--- src/rtl/sram_rd_stream.sv ---
// Read-request stream to 1-cycle-latency SRAM port, with a credit-managed response buffer.
// Optional write-first bypass for same-cycle read/write collisions: define SRAM_RD_STREAM_BYPASS_EN.
module sram_rd_stream #(
  parameter  int W         = 32,
  parameter  int N         = 8,
  parameter  int BUF_DEPTH = 4,
  localparam int ADDR_W    = $clog2(N),
  localparam int OCC_W     = $clog2(BUF_DEPTH + 1)
) (
  input  logic              clk,
  input  logic              rst,
  input  logic              req_vld,
  input  logic [ADDR_W-1:0] req_addr,
  output logic              req_rdy,
  output logic              rsp_vld,
  output logic [W-1:0]      rsp_data,
  input  logic              rsp_rdy,
  output logic              sram_ren,
  output logic [ADDR_W-1:0] sram_raddr,
  input  logic [W-1:0]      sram_rdata,
  input  logic              sram_wen,
  input  logic [ADDR_W-1:0] sram_waddr,
  input  logic [W-1:0]      sram_wdata,
  output logic [OCC_W-1:0]  occupancy
);

  localparam int PTR_W = $clog2(BUF_DEPTH);

  logic [W-1:0]     buf_q [BUF_DEPTH];
  logic [PTR_W-1:0] wr_ptr;
  logic [PTR_W-1:0] rd_ptr;
  logic [OCC_W-1:0] occ;
  logic [OCC_W-1:0] used;
  logic             inflight;
  logic             live;
  logic             issue;
  logic             capture;
  logic             pop;
  logic [W-1:0]     cap_data;

  function automatic logic [PTR_W-1:0] ptr_inc(input logic [PTR_W-1:0] p);
    return (p == PTR_W'(BUF_DEPTH - 1)) ? '0 : p + 1'b1;
  endfunction

  // A read in flight already owns a buffer slot, so it counts against the credits.
  assign used      = occ + OCC_W'(inflight);
  assign req_rdy   = live && (used < OCC_W'(BUF_DEPTH));
  assign issue     = req_vld && req_rdy;
  assign sram_ren  = issue;
  assign sram_raddr = req_addr;
  assign capture   = inflight;
  assign rsp_vld   = (occ != '0);
  assign pop       = rsp_vld && rsp_rdy;
  assign rsp_data  = buf_q[rd_ptr];
  assign occupancy = used;

  // NOTE: sequential state uses non-blocking assignments so every flop samples pre-edge values.
  always_ff @(posedge clk or posedge rst) begin
    if (rst) begin
      live     <= 1'b0;
      inflight <= 1'b0;
      occ      <= '0;
      wr_ptr   <= '0;
      rd_ptr   <= '0;
    end else begin
      live     <= 1'b1;
      inflight <= issue;
      occ      <= occ + OCC_W'(capture) - OCC_W'(pop);
      if (capture) wr_ptr <= ptr_inc(wr_ptr);
      if (pop)     rd_ptr <= ptr_inc(rd_ptr);
    end
  end

  // NOTE: the storage is reset (it is only a few entries) so rsp_data reads 0 out of reset.
  always_ff @(posedge clk or posedge rst) begin
    if (rst) begin
      for (int i = 0; i < BUF_DEPTH; i++) buf_q[i] <= '0;
    end else if (capture) begin
      buf_q[wr_ptr] <= cap_data;
    end
  end

`ifdef SRAM_RD_STREAM_BYPASS_EN
  logic         byp_q;
  logic [W-1:0] byp_data_q;

  // Snapshot the colliding write at issue; it overrides the SRAM output at capture.
  always_ff @(posedge clk or posedge rst) begin
    if (rst) begin
      byp_q      <= 1'b0;
      byp_data_q <= '0;
    end else if (issue) begin
      byp_q      <= sram_wen && (sram_waddr == req_addr);
      byp_data_q <= sram_wdata;
    end
  end

  assign cap_data = byp_q ? byp_data_q : sram_rdata;
`else
  logic unused_snoop;
  assign unused_snoop = ^{sram_wen, sram_waddr, sram_wdata};
  assign cap_data     = sram_rdata;
`endif

`ifndef SYNTHESIS
  localparam logic [ADDR_W:0] ADDR_LIM = (ADDR_W + 1)'(N);

  addr_in_range: assert property (@(posedge clk) disable iff (rst)
    issue |-> ({1'b0, req_addr} < ADDR_LIM));
`endif

endmodule

--- config.mk ---
export PLATFORM = sky130hd
export DESIGN_NAME = sram_rd_stream
export DESIGN_NICKNAME = d
export VERILOG_FILES = /design/src/rtl/sram_rd_stream.sv
export SDC_FILE = /design/constraint.sdc
export NUM_CORES = 1
export LEC_CHECK = 0
export CAP_MARGIN = 20
export CORE_MARGIN = 2
export CORE_UTILIZATION = 45
export CTS_CLUSTER_SIZE = 40
export DETAILED_ROUTE_END_ITERATION = 8
export GPL_TIMING_DRIVEN = 0
export HOLD_SLACK_MARGIN = 0.02
export PLACE_DENSITY = 0.8
export SYNTH_ARGS = -nofsm -noshare
export SYNTH_HDL_FRONTEND = slang
export SYNTH_SLANG_ARGS = --single-unit
--- constraint.sdc ---
create_clock -name clk -period 8.25 [get_ports clk]
set_input_delay 1.65 -clock clk [delete_from_list [all_inputs] [get_ports clk]]
set_output_delay 1.65 -clock clk [all_outputs]
set_load 0.01 [all_outputs]
==> results_dict.tcl <==
set metrics [dict create \
    rsz0062_at_grt "false" \
    crit_fanout 2 \
    antenna_found_initial 0 \
    via_per_inst 5.20 \
    cp_data_arrival_time_ns 2.78 \
    drtIter0Drc 177 \
    drive_above_1_share_pct 47.0 \
    fin_nets 536 \
    drt_first_pass_iters 4 \
    fin_crit_ns 4.43 \
    drc_errors 0 \
    netlist_instances 356 \
    cts_tree "done" \
    worst_slew_pin_slew_ns 0.606 \
    cp_slowest_stage_delay_ns 0.53 \
    hold_ws_ns 0.500 \
    cp_cell_sequence "clkdlybuf4s50_1 > and3_1 > clkdlybuf4s50_1" \
    ys_seq_area_share_pct 57.0 \
    cts_buffers 17 \
    rows 42 \
    diodes 0 \
    cts-resized-gates 0 \
    peakVddDrop_v 0.000160 \
    layout.cells.non_filler 640 \
    final-hold-violation-count 0 \
    clkPwrFrac_pct 22.0 \
    pin_count 116 \
    cts_max_level 4 \
    die_width_um 120 \
    drt-total-wl_mm 11.6 \
    hp-class "reg2reg" \
    port_buffers 76 \
    ys_async_sr_fraction_pct 100 \
    cellPowerDensity_nw_per_um2 424 \
    worstSetupEndpointType "output port" \
    start_util_pct 45.8 \
    max-cap-violations 0 \
    max_freq_ghz 0.226 \
    r2r_setup_slack_ns 6.55 \
    holdBufCountCts 0 \
    finalCritPeriodShare_pct 53.7 \
    r2r_cells 5 \
    core_area_um2 13100 \
    hold_end "buf_q[65]" \
    clkTransAtPathRegs_ns 0.05 \
    dieHeight_um 120 \
    setup_violations 0 \
    outcome "completed" \
    slew_headroom_pct 59.2 \
    antenna_left 0 \
    hp-start "buf_q[65]" \
    grt_usage_pct 17.8 \
    clockBufferDepth 2 \
    r2r-end "occ[2]" \
    globalplace.congestion 0.714 \
    cts.sinks 137 \
    synth-edff-count 0 \
    p_sw_share_pct 28.1 \
    critPathLaunchType "primary input" \
    hold_depth 1 \
    p_sw_uw 904 \
    hpwlAfterDp_mm 7.73 \
    grt_overflow_total 0 \
    clock_latency_ns 0.41 \
    yosys-top-cells-count "dfrtp_1, mux2_2, mux4_2" \
    grt_max_degree 81 \
    p_int_mw 2.31 \
    crit_type "in2out" \
    synth.most_common_cell "dfrtp_1" \
    die-area_um2 14300 \
    post_cts_buffers 0 \
    ys_ff_latch 137 \
    synth.avg_cell_area_um2 16.9 \
    setup_tns_ns 0 \
    power_mw 3.21 \
    required_ns 6.60 \
    yosysTopAreaCellShare_pct 57.0 \
    clock-root-buffer "clkbuf_16" \
    yosys.area.top_type "dfrtp_1" \
    p_comb_share_pct 41.4 \
    r2r-start "occ[1]" \
    ys.flop_type "dfrtp_1" \
    place_inst 609 \
    synth_nets 440 \
    vias 3325 \
    clock_skew_ns 0.00579 \
    power.leakage_nw 3.20 \
    area_delta_synth_final_pct 26.1 \
    critPathSlowestCell "clkdlybuf4s50_1" \
    grt_pass1_wl_mm 19.2 \
    synth_area_leaders "dfrtp_1, mux2_2, mux4_2" \
    post_drt_wl_per_cell_um 18.1 \
    grt_pass1_vias 3725 \
    seqPwrFrac_pct 36.7 \
    fin_util_pct 57.8 \
    crit_top_cell "clkdlybuf4s50_1" \
    syn_area_um2 6020 \
    ys_types 18 \
    ys_warn_count 0 \
    drv_slew 0 \
]
-- state kept, by name, summed over array words and instances (netlist names) --
| register | flops |
|---|---|
| wr_ptr | 2 |
| occ | 3 |
| live | 1 |
| rd_ptr | 2 |
| capture | 1 |
| buf_q | 128 |
-- worst max-delay path by stage --
stage                        from   endpoint  slack [ns]  cells after the start
after floorplan               rst   buf_q[0]        2.93                      1
after CTS                 req_vld   sram_ren        3.81                      3
final                     req_vld   sram_ren        3.82                      3
after detailed placement  req_vld   sram_ren        3.81                      3
after global placement        rst  buf_q[90]        1.34                      2
after global routing      req_vld   sram_ren        3.76                      3
-- cell families (layout without fill, tap and decap cells) --
family                   count (synthesis)  count (layout)  synth area share, %
AO/OA/AOI/OAI                            3               3                0.291
XOR/XNOR                                 2               2                0.291
other                                    1               1               0.0623
multiplexers                           162             162                 36.3
flip-flops                             137             137                 57.0
buffers and inverters                   32             140                 3.41
adder cells (fa/ha/maj)                  9               9                 1.87
AND/OR/NAND/NOR                         10              10                0.832
-- placed cells by master, fill, tap and decap left out, types with 2 or more instances in the layout --
| cell type | instances |
|---|---|
| clkbuf_16 | 17 |
| mux2_2 | 130 |
| clkinv_2 | 7 |
| xnor2_1 | 2 |
| dfrtp_1 | 137 |
| inv_1 | 8 |
| nand2_1 | 5 |
| clkdlybuf4s50_1 | 76 |
| ha_1 | 9 |
| buf_6 | 3 |
| clkbuf_8 | 4 |
| mux4_2 | 32 |
| o21ai_0 | 2 |
| buf_4 | 15 |
| buf_2 | 5 |
-- through the flow --
stage               instance area [µm²]  setup WS, ns
floorplan                          6020          2.93
global placement                   7000          1.34
detailed placement                 7030          3.81
CTS                                7590          3.81
global route                       7590          3.76
finish                             7590          3.82
-- power by group through the flow --
| stage | Sequential (mW) | Clock (mW) | Combinational, mW |
|---|---|---|---|
| final | 1.18 | 0.706 | 1.33 |
| after detailed placement | 1.19 | 0 | 1.35 |
| after floorplan | 1.13 | 0 | 0.864 |
| after CTS | 1.18 | 0.720 | 1.36 |
| after global routing | 1.22 | 0.749 | 1.43 |
| after global placement | 1.16 | 0 | 1.32 |
-- critical path, delay by kind of cell --
family | cells | cell delay (ns)
simple gates | 1 | 0.16
buf+inv | 2 | 0.97
-- routing by layer --
metal  global-route usage, %  part of all wire, %  vias up
li1                        -                    -     1500
met1                    23.3                   45     1751
met2                    28.7                   50       60
met3                    4.28                  3.4       14
met4                    7.21                  1.7        0
met5                       0                    0        -
-- final cells by class --
class                   count  area [µm²]
plain buffers              23         171
repair buffers             77         788
flip-flops and latches    137        3430
well taps                 176         220
multi-input cells         187        2390
fillers                  1061        5550
clock buffers              22         484
clock inverters             9        72.6
inverters                   9        38.8
No activity file was read; power rests on OpenSTA's default activity.
